## src/rtl/ex_mul_unit.sv

```systemverilog
`default_nettype none
// ============================================================================
// Module   : ex_mul_unit
// Purpose  : Iterative MUL / MLA unit for the EX stage. Retires RADIX_BITS
//            multiplier bits per cycle with a shift-and-add datapath, stalls
//            the front end through `freeze` while busy, and presents the
//            result to EX/MEM as a one-cycle pulse.
// Optional : MUL_EARLY_TERM_EN - when defined, RUN ends as soon as the
//            remaining multiplier bits are all zero (minimum one RUN cycle).
// Ports    : clk, rst (async, active-high), flush (sync kill)
//            start/accumulate_in/s_in/dest_in/val_rm_in/val_rs_in/val_rn_in/
//            status_in  - decoded instruction from the ID/EX register
//            freeze               - combinational stall request
//            result_valid/wb_en_out/s_out - completion pulse and qualifiers
//            result/dest_out/status_out   - held until the next completion
// Revision : 1.0 - initial release
// ============================================================================
module ex_mul_unit #(
  parameter int DATA_W     = 32,
  parameter int DEST_W     = 4,
  parameter int RADIX_BITS = 1
) (
  input  logic              clk,
  input  logic              rst,
  input  logic              flush,
  input  logic              start,
  input  logic              accumulate_in,
  input  logic              s_in,
  input  logic [DEST_W-1:0] dest_in,
  input  logic [DATA_W-1:0] val_rm_in,
  input  logic [DATA_W-1:0] val_rs_in,
  input  logic [DATA_W-1:0] val_rn_in,
  input  logic [3:0]        status_in,
  output logic              freeze,
  output logic              result_valid,
  output logic              wb_en_out,
  output logic              s_out,
  output logic [DATA_W-1:0] result,
  output logic [DEST_W-1:0] dest_out,
  output logic [3:0]        status_out
);

  localparam int C_STEPS = DATA_W / RADIX_BITS;
  localparam int C_CNT_W = $clog2(C_STEPS + 1);
  localparam logic [C_CNT_W-1:0] C_LAST_STEP = C_CNT_W'(C_STEPS - 1);

  typedef enum logic [1:0] {
    ST_IDLE = 2'd0,
    ST_RUN  = 2'd1,
    ST_DONE = 2'd2
  } state_t;

  state_t              state_q, state_d;
  logic [DATA_W-1:0]   mcand_q, mcand_d;
  logic [DATA_W-1:0]   mr_q, mr_d;
  logic [DATA_W-1:0]   acc_q, acc_d;
  logic [C_CNT_W-1:0]  cnt_q, cnt_d;
  logic [DEST_W-1:0]   dest_q, dest_d;
  logic                s_q, s_d;
  logic [1:0]          cv_q, cv_d;
  logic [DATA_W-1:0]   result_q, result_d;
  logic                result_valid_q, result_valid_d;
  logic                s_out_q, s_out_d;
  logic [DEST_W-1:0]   dest_out_q, dest_out_d;
  logic [3:0]          status_out_q, status_out_d;

  logic [DATA_W-1:0]   digit;
  logic [DATA_W-1:0]   step_acc;
  logic [DATA_W-1:0]   mr_shift;
  logic                last_step;
  logic                unused_status;

  // N and Z are recomputed from the product; only C and V pass through.
  assign unused_status = ^status_in[3:2];

  // Low radix digit of the multiplier, widened so the partial product is a
  // full-width (and therefore naturally truncated) multiply.
  assign digit    = {{(DATA_W-RADIX_BITS){1'b0}}, mr_q[RADIX_BITS-1:0]};
  assign step_acc = acc_q + mcand_q * digit;
  assign mr_shift = mr_q >> RADIX_BITS;

`ifdef MUL_EARLY_TERM_EN
  assign last_step = (cnt_q == C_LAST_STEP) || (mr_shift == '0);
`else
  assign last_step = (cnt_q == C_LAST_STEP);
`endif

  always_comb begin
    state_d        = state_q;
    mcand_d        = mcand_q;
    mr_d           = mr_q;
    acc_d          = acc_q;
    cnt_d          = cnt_q;
    dest_d         = dest_q;
    s_d            = s_q;
    cv_d           = cv_q;
    result_d       = result_q;
    result_valid_d = 1'b0;
    s_out_d        = 1'b0;
    dest_out_d     = dest_out_q;
    status_out_d   = status_out_q;

    unique case (state_q)
      ST_IDLE: begin
        if (start) begin
          state_d = ST_RUN;
          mcand_d = val_rm_in;
          mr_d    = val_rs_in;
          acc_d   = accumulate_in ? val_rn_in : '0;
          cnt_d   = '0;
          dest_d  = dest_in;
          s_d     = s_in;
          cv_d    = status_in[1:0];
        end
      end
      ST_RUN: begin
        acc_d   = step_acc;
        mcand_d = mcand_q << RADIX_BITS;
        mr_d    = mr_shift;
        cnt_d   = cnt_q + C_CNT_W'(1);
        if (last_step) begin
          // Output registers load on the RUN->DONE edge so the pulse and
          // its payload are visible together during DONE.
          state_d        = ST_DONE;
          result_d       = step_acc;
          result_valid_d = 1'b1;
          s_out_d        = s_q;
          dest_out_d     = dest_q;
          status_out_d   = {step_acc[DATA_W-1], (step_acc == '0), cv_q};
        end
      end
      ST_DONE: begin
        // start still shows the instruction being released; ignore it.
        state_d = ST_IDLE;
      end
      default: begin
        state_d = ST_IDLE;
      end
    endcase

    // Flush wins over everything: drop the operation and leave the held
    // outputs untouched.
    if (flush) begin
      state_d        = ST_IDLE;
      result_d       = result_q;
      result_valid_d = 1'b0;
      s_out_d        = 1'b0;
      dest_out_d     = dest_out_q;
      status_out_d   = status_out_q;
    end
  end

  always_ff @(posedge clk or posedge rst) begin
    if (rst) begin
      state_q        <= ST_IDLE;
      mcand_q        <= '0;
      mr_q           <= '0;
      acc_q          <= '0;
      cnt_q          <= '0;
      dest_q         <= '0;
      s_q            <= 1'b0;
      cv_q           <= 2'b00;
      result_q       <= '0;
      result_valid_q <= 1'b0;
      s_out_q        <= 1'b0;
      dest_out_q     <= '0;
      status_out_q   <= 4'b0000;
    end else begin
      state_q        <= state_d;
      mcand_q        <= mcand_d;
      mr_q           <= mr_d;
      acc_q          <= acc_d;
      cnt_q          <= cnt_d;
      dest_q         <= dest_d;
      s_q            <= s_d;
      cv_q           <= cv_d;
      result_q       <= result_d;
      result_valid_q <= result_valid_d;
      s_out_q        <= s_out_d;
      dest_out_q     <= dest_out_d;
      status_out_q   <= status_out_d;
    end
  end

  assign freeze       = ((state_q == ST_IDLE) && start && !flush) || (state_q == ST_RUN);
  assign result_valid = result_valid_q;
  assign wb_en_out    = result_valid_q;
  assign s_out        = s_out_q;
  assign result       = result_q;
  assign dest_out     = dest_out_q;
  assign status_out   = status_out_q;

endmodule
`default_nettype wire

```

## config.mk

```make
export PLATFORM = sky130hd
export DESIGN_NAME = ex_mul_unit
export DESIGN_NICKNAME = d
export VERILOG_FILES = /design/src/rtl/ex_mul_unit.sv
export SDC_FILE = /design/constraint.sdc
export NUM_CORES = 1
export LEC_CHECK = 0
export ABC_AREA = 1
export BUFFER_PORTS_ARGS = -buffer_cell sky130_fd_sc_hd__buf_2
export CAP_MARGIN = 20
export CORE_ASPECT_RATIO = 1.25
export CORE_MARGIN = 2
export CORE_UTILIZATION = 61
export DETAILED_ROUTE_END_ITERATION = 8
export GPL_ROUTABILITY_DRIVEN = 0
export PLACE_DENSITY_LB_ADDON = 0.25
export SKIP_LAST_GASP = 1
export SYNTH_ARGS = -nofsm -noshare
export SYNTH_HDL_FRONTEND = slang
export SYNTH_SLANG_ARGS = --single-unit
export TNS_END_PERCENT = 5
```

## constraint.sdc

```tcl
create_clock -name clk -period 12.2 [get_ports clk]
set_input_delay 1.83 -clock clk [delete_from_list [all_inputs] [get_ports clk]]
set_output_delay 1.83 -clock clk [all_outputs]
set_load 0.005 [all_outputs]
```

==> metrics.txt, run 1 <==
CTS sink count=roughly 150; final period utilization=0.358; fill count=around 1,200; share of cells above drive strength 1=0.139; sequential area share after synthesis=0.425; initial core utilization=0.624; CP max stage cell=nand2_2; IO Port Bufs=151; hold crit path type=reg2reg; Register Area=3800 sq um; crit-path leading delay family=simple AND/OR/NAND/NOR gates; register bit total from synthesis=approximately 150; Post-CTS Resized=0; Critical Path AT=2540 ps; Post-DP HPWL=roughly 16,000 microns; most frequent cells in the layout=nand2_1, inv_1, dfrtp_1; n_diodes=0; worst skew pair latency=roughly 440 ps; Mapped Nets=between 1,000 and 1,500; CTS Buf Count=17; WP buf/inv=2; setup violators final=0; Leak=around 5.9 nW; H-tree levels=4; Clock Path Buffers=2; Slew Limit Fails=0; FF-to-FF setup slack=between 8000 and 9000 ps; Std-Cell Rows=between 40 and 50; Post-CTS Hold Buffers=0; core area=between 10,000 and 15,000 sq um; ordered cell list for the critical path=buf_2 -> nand2_2 -> o21ai_0 -> buf_2; post-layout min period=around 4400 ps; DR iter-0 viols=~630; Startpoint Class=primary input; status=complete, no violations; GRT Util Overall=0.309; Reg-to-Reg End=status_out[2]; Tightest Pin Transition=just over 900 ps; clk slew on worst S/H paths=about 60 ps; NumNets Final=1,538; R2R Path Start=state_q[1]; CP endpoint kind=output pin; final hold violations=0; Residual DRC=0; drt pass-1 iters=5; Die Wd=approximately 110 microns; pwr/cell area=~220 nW/um^2; worst r2r path cells=12; max_slew headroom=0.378; syn_area_per_cell=7.07 sq um; Die Footprint=~16,000 sq um; DR vias/cell=between 5 and 6; RSZ-0062 raised after global routing=no; worst vdd ir=0.109 mV; # Post-CTS Setup Buffers=0; largest net degree at the start of global routing=92; commonest non-fill, non-tap cell in the layout=nand2_1; CTS tree=built; clk_skew=14.9 ps; Worst Setup EP=freeze; clock root cell=clkbuf_16; Sum Neg Setup Slack=0 ps; critical path class=in2out; initial antenna violation count=1; Worst Path Max Fanout=22; post-synth cell types=32; routed wire length=23,600 microns; CP required=between 10,000 and 15,000 ps; # IOs=roughly 150; Mapped Area=around 9000 sq um; CP most frequent cell=buf_2; pre-CTS setup slack=7540 ps; Area Growth Syn to Fin=16.3%; WL/cell=~15 microns; PnR worst setup slack=between 7000 and 8000 ps; Peak Freq=between 200 and 250 MHz; YS warnings=0; Mapped Cells=roughly 1,300; slowest stage delay, CP=around 320 ps; CP Launch Point=start; Max Cap Viol=0; CP Depth=4; area of the multi-input gates=4090 sq um; routed vias=8,740; first-pass GRT wire length=just under 40,000 microns; Routed Antenna Nets=0; Die Span Y=between 100 and 150 microns; global route overflow=0; vias in the first global route=8,401
## layout make-up
class / count / area share
tap: 178 / 0.0214
clock buffer: 20 / 0.0429
multi-input combinational: 831 / 0.392
timing repair buffer: 158 / 0.0795
sequential: 152 / 0.365
clock inverter: 12 / 0.0135
inverter: 235 / 0.0852
## routing by layer
layer | vias up | part of all wire | global-route usage | routed length, microns
li1 | 4294 | - | - | -
met1 | 4014 | 0.41 | 0.405 | 9730
met3 | 52 | 0.082 | 0.0697 | 1950
met2 | 380 | 0.48 | 0.502 | 11300
met5 | - | 0 | 0 | 0
met4 | 0 | 0.028 | 0.120 | 660
## per-stage QoR
step           instances  cell area [sq um]  hold WS, ps  total power, mW   util
2_1_floorplan       1267               8960          449             1.45      -
3_3_place_gp        1553               9800          452             1.69  0.683
4_1_cts             1585              10400          482             2.25  0.724
6_report            1586              10400          477             2.27  0.726
5_1_grt             1586              10400          496             2.44  0.726
3_5_place_dp        1553               9800          459             1.71  0.683
## kinds of logic after synthesis
kind of cell | after synthesis | share of synthesized area
buffers and inverters | 284 | 0.120
AND/OR/NAND/NOR | 570 | 0.259
XOR/XNOR | 5 | 0.00489
adder cells (fa/ha/maj) | 33 | 0.0469
flip-flops | 152 | 0.425
AO/OA/AOI/OAI | 223 | 0.145
## worst reg2reg max path: stages, from the launching register on
cell and delay, ps:
dfrtp_1 400, nor2_4 400, inv_2 410, or2_1 390, nor2_2 500, nand2_1 150
nor2_1 140, nand2_1 110, nor2_1 120, nand3_1 80, nor2_1 250, nand3_1 180
nand2_1 90
## flip-flops by register name, indices dropped and copies added, names as in the netlist
register / count
cnt_q: 6
result_valid: 1
s_out: 1
status_out: 3
acc_q: 32
result: 32
mcand_q: 32
mr_q: 32
cv_q: 2
dest_out: 4
dest_q: 4
state_q: 2
s_q: 1
## synthesized netlist by cell type, drive strengths merged
library cell	number	area, sq um
a21o	1	7.51
a21oi	75	375
a22o	3	26.3
a22oi	2	15.0
a31oi	1	6.26
and2	3	18.8
buf	3	22.5
clkbuf	46	173
dfrtp	152	3800
fa	1	20.0
ha	32	400
inv	235	882
nand2	393	1480
nand3	88	440
nand3b	3	22.5
nand4	9	56.3
nor2	64	250
nor3	8	40.0
nor4	1	6.26
o211ai	31	233
o21a	1	7.51
o21ai	51	255
o21bai	4	30.0
o22ai	53	332
o31ai	1	7.51
or2	1	6.26
xnor2	4	35.0
xor2	1	8.76
## worst min-delay path by stage
stage | to | from | cells past startpoint | slack [ps]
2_1_floorplan | dest_q[3] | dest_q[3] | 2 | 450
3_3_place_gp | dest_out[3] | dest_out[3] | 2 | 450
3_5_place_dp | dest_out[3] | dest_out[3] | 2 | 460
4_1_cts | result[12] | result[12] | 2 | 480
5_1_grt | result[14] | result[14] | 2 | 500
6_report | result[15] | result[15] | 2 | 480
## power by group
part	internal, mW	switching (mW)
combinational	0.345	0.691
clock	0.309	0.221
sequential	0.620	0.0807
total	1.27	0.992
No activity file was read; power rests on OpenSTA's default activity.
==> run 2: changes to the inputs <==
--- a/config.mk
+++ b/config.mk
@@ -10,7 +10,7 @@
 export CAP_MARGIN = 20
 export CORE_ASPECT_RATIO = 1.25
 export CORE_MARGIN = 2
-export CORE_UTILIZATION = 61
+export CORE_UTILIZATION = 57
 export DETAILED_ROUTE_END_ITERATION = 8
 export GPL_ROUTABILITY_DRIVEN = 0
 export PLACE_DENSITY_LB_ADDON = 0.25
==> constraint.sdc (replaced) <==
create_clock -name clk -period 4.35 [get_ports clk]
set_input_delay 0.6525 -clock clk [delete_from_list [all_inputs] [get_ports clk]]
set_output_delay 0.6525 -clock clk [all_outputs]
set_load 0.005 [all_outputs]
==> metrics.txt, run 2 (synthesis results as in run 1) <==
Critical Path AT=3580 ps (+1040 ps); Tightest Pin Transition=931 ps (-2.77 ps); Worst Path Max Fanout=23 (+4.5%); routed vias=8,681 (-0.68%); Residual DRC=0 (unchanged); global route overflow=0 (unchanged); most frequent cells in the layout=nand2_1, inv_1, dfrtp_1; critical path class=reg2reg; Post-CTS Hold Buffers=0 (unchanged); post-route cell area=10,500 sq um (+1.0%); Startpoint Class=flip-flop; Post-DP HPWL=16,700 microns (+1.2%); n_diodes=0 (unchanged); Die Wd=116 microns (+3.3%); Routed Antenna Nets=0 (unchanged); CTS tree=built; largest net degree at the start of global routing=87 (-5.4%); final period utilization=0.737; share of cells above drive strength 1=0.142 (+0.00325); DR iter-0 viols=677 (+7.1%); IO Port Bufs=151 (unchanged); worst skew pair latency=440 ps (about the same); Peak Freq=around 310 MHz; Die Span Y=144 microns (+3.4%); CP required=4730 ps (-5640 ps); GRT Util Overall=0.303 (-0.00602); Sum Neg Setup Slack=0 ps (unchanged); H-tree levels=4 (unchanged); CTS Buf Count=17 (unchanged); # IOs=154 (unchanged); vias in the first global route=8,100 (-3.6%); CTS sink count=152 (unchanged); pwr/cell area=610 nW/um^2 (+180%); Std-Cell Rows=51 (+4.1%); clk_skew=10.9 ps (-4.03 ps); max_slew headroom=0.380 (+0.00185); # Post-CTS Setup Buffers=0 (unchanged); Post-CTS Resized=0 (unchanged); WL/cell=14.6 microns (-1.9%); post-layout min period=3210 ps; clock root cell=clkbuf_16; Clock Path Buffers=2 (unchanged); status=complete, no violations; CP endpoint kind=flip-flop; DR vias/cell=5.35 (-2.9%); routed wire length=23,700 microns (+0.43%); Leak=5.94 nW (+0.55%); NumNets Final=1,541 (+0.20%); RSZ-0062 raised after global routing=no; worst vdd ir=0.269 mV (+150%); drt pass-1 iters=8 (+3); final hold violations=0 (unchanged); commonest non-fill, non-tap cell in the layout=nand2_1; initial core utilization=0.578 (-0.0467); setup violators final=0 (unchanged); Area Growth Syn to Fin=17.5%; first-pass GRT wire length=39,400 microns (+0.40%); clk slew on worst S/H paths=70 ps (about the same); placed instance area=9890 sq um (+0.91%); Die Footprint=16,700 sq um (+6.8%); core area=15,500 sq um (+8.1%); Max Cap Viol=0 (unchanged); initial antenna violation count=1 (unchanged); fill count=1,331 (+10%); Slew Limit Fails=0 (unchanged); hold crit path type=in2async
run 2: changes by cell type in the layout (fill, tap and decap cells not counted), sizes merged:
| cell | change |
|---|---|
| inv | +3 |
| clkbuf | -3 |
| buf | +3 |
run 2: path summary, 6_finish.rpt:
kind	start	to	slack, ps	depth (start not counted)
worst min register to register	result[17]	result[17]	480	2
worst max register to register	mr_q[0]	status_out[2]	1140	17
worst min-delay path	rst	cv_q[0]	330	2
min in group clk	dest_in[3]	dest_q[3]	400	3
max in group asynchronous	rst	acc_q[29]	2990	3
worst max-delay path	mr_q[0]	status_out[2]	1140	17
run 2: layout make-up:
cell class	instances	area (sq um)	share of cell area
Multi-Input combinational cell	831	4090	0.388
Sequential cell	152	3800	0.362
Inverter	235	886	0.0842
Timing Repair Buffer	161	868	0.0825
Clock buffer	17	425	0.0404
Tap cell	212	265	0.0252
Clock inverter	15	186	0.0177
run 2: stage by stage:
stage                     setup WS (ps)  std cells  total power [mW]   util  hold slack (ps)
after floorplan                    1780       1267              4.06      -              449
after global placement             1240       1590              4.76  0.638              461
after detailed placement           1240       1590              4.82  0.638              466
after CTS                          1210       1622              6.40  0.677              357
after global routing                875       1623              6.96  0.678              388
final                              1140       1623              6.42  0.678              333
run 2: per-layer routing:
layer  global-route usage  vias up  part of all wire
li1                     -     4294                 -
met1                0.395     4001              0.42
met2                0.488      332              0.48
met3               0.0687       54             0.078
met4                0.127        0             0.028
met5                    0        -                 0
run 2: critical path, stage by stage, from the launching register on:
cell and delay (ps):
dfrtp_1 690, nand2_1 160, inv_1 50, ha_1 240, fa_1 470, nand3_1 130
nand3_1 160, nand3_1 150, nand3_1 180, nand2_1 110, nand2_1 80, nor2_1 90
nand2_1 70, nor2_1 160, nand2_1 70, nor2_1 180, nand3_1 100, nand2_1 70
run 2: report_power, final:
part	switching, mW	internal [mW]
logic	1.92	0.975
registers	0.235	1.74
clock network	0.680	0.871
==> run 3: changes to the inputs <==
==> constraint.sdc (replaced) <==
create_clock -name clk -period 3.04 [get_ports clk]
set_input_delay 0.456 -clock clk [delete_from_list [all_inputs] [get_ports clk]]
set_output_delay 0.456 -clock clk [all_outputs]
set_load 0.005 [all_outputs]
==> metrics.txt, run 3 (synthesis results as in run 1) <==
# Post-CTS Setup Buffers=0 (unchanged); DR vias/cell=5.34 (about the same); NumNets Final=1,545 (+0.26%); placed instance area=9940 sq um (+0.56%); global route overflow=0 (unchanged); # IOs=154 (unchanged); worst r2r path cells=17 (unchanged); initial antenna violation count=1 (unchanged); Die Footprint=16,700 sq um (unchanged); RSZ-0062 raised after global routing=no; Clock Path Buffers=2 (unchanged); Sum Neg Setup Slack=0 ps (unchanged); Design Power=8.97 mW (+40%); CTS tree=built; Register Area=3800 sq um (unchanged); post-layout min period=2750 ps (-453 ps); fill count=1,362 (+2.3%); Non-Filler Instances=1,625 (+0.12%); critical path class=reg2reg; area of the multi-input gates=4090 sq um (unchanged); status=complete, no violations; clk slew on worst S/H paths=60 ps (about the same); clk_skew=9.17 ps (-1.69 ps); Die Span Y=144 microns (unchanged); hold crit path type=in2async; H-tree levels=4 (unchanged); Post-CTS Resized=0 (unchanged); commonest non-fill, non-tap cell in the layout=nand2_1; pre-CTS setup slack=301 ps (-940 ps); CP endpoint kind=flip-flop; initial core utilization=0.578 (unchanged); Leak=5.91 nW (-0.42%); CP required=3410 ps (-1320 ps); placed instance count=1,594 (+0.25%); Post-DP HPWL=16,900 microns (+1.2%); routed vias=8,684 (+0.035%); GRT Util Overall=0.297 (-0.00570); post-route cell area=10,500 sq um (-0.33%); share of cells above drive strength 1=0.142 (-0.000202); Tightest Pin Transition=924 ps (-6.89 ps); routed wire length=24,000 microns (+1.2%); Routed Antenna Nets=0 (unchanged); clock root cell=clkbuf_16; IO Port Bufs=151 (unchanged); Post-CTS Hold Buffers=0 (unchanged); worst vdd ir=0.451 mV (+67%); Critical Path AT=3120 ps (-460 ps); Max Cap Viol=0 (unchanged); DR iter-0 viols=731 (+8.0%); Residual DRC=0 (unchanged); Startpoint Class=flip-flop; CTS sink count=152 (unchanged); first-pass GRT wire length=38,900 microns (-1.3%); final period utilization=0.905 (+0.169); worst skew pair latency=430 ps (about the same); most frequent cells in the layout=nand2_1, inv_1, dfrtp_1; drt pass-1 iters=8 (unchanged); Slew Limit Fails=0 (unchanged); Area Growth Syn to Fin=17.1%; largest net degree at the start of global routing=89 (+2.3%); WL/cell=14.8 microns (+1.1%); Peak Freq=363 MHz (+16%); setup violators final=0 (unchanged); max_slew headroom=0.384 (+0.00459); vias in the first global route=8,234 (+1.7%); n_diodes=0 (unchanged); pwr/cell area=856 nW/um^2 (+40%); CTS Buf Count=17 (unchanged); Std-Cell Rows=51 (unchanged); Die Wd=116 microns (unchanged); Worst Path Max Fanout=4 (-83%); PnR worst setup slack=288 ps (-857 ps); final hold violations=0 (unchanged); core area=15,500 sq um (unchanged)
==> run 3: cell count changes in the layout (fill, tap and decap cells not counted), sizes merged <==
cell / delta
buf: +4
bufinv: -2
clkbuf: +3
clkinv: -1
clkinvlp: +3
inv: -5
==> run 3: worst paths after layout <==
kind	from	to	slack, ps
hold reg to reg	result[11]	result[11]	480
setup / recovery	mr_q[0]	status_out[2]	290
max in group asynchronous	rst	result[10]	2480
min in group clk	dest_in[3]	dest_q[3]	230
hold / removal	rst	s_q	140
setup reg to reg	mr_q[0]	status_out[2]	290
==> run 3: area by class of cell <==
type	count	share of cell area
multi-input combinational	831	0.390
sequential	152	0.363
inverter	235	0.0845
clock inverter	10	0.00716
tap	212	0.0253
timing repair buffer	165	0.0881
clock buffer	20	0.0426
==> run 3: critical path: stages, from the launching register on <==
cell,delay (ps)
dfrtp_1,420
nand2_1,90
inv_1,40
ha_1,230
fa_1,470
nand3_1,120
nand3_1,150
nand3_1,140
nand3_1,190
nand2_1,100
nand2_1,60
nor2_1,80
nand2_1,60
nor2_1,170
nand2_1,70
nor2_1,150
nand3_1,100
nand2_1,60
==> run 3: report_power, final <==
part           total, mW  internal [mW]  switching [mW]
sequential          2.81           2.49           0.327
clock               1.94           1.06           0.877
combinational       4.22           1.43            2.79
total               8.97           4.98            4.00
==> run 3: per-layer routing <==
layer | vias up | share of wire | GRT usage
met3 | 55 | 0.079 | 0.0717
li1 | 4301 | - | -
met4 | 0 | 0.026 | 0.108
met1 | 3992 | 0.42 | 0.387
met2 | 336 | 0.48 | 0.484
met5 | - | 0 | 0
==> run 3: per-stage QoR <==
stage                     hold slack (ps)   util
after global routing                  181  0.676
after detailed placement              468  0.641
final                                 140  0.676
after CTS                             165  0.675
after global placement                461  0.641
after floorplan                       449      -
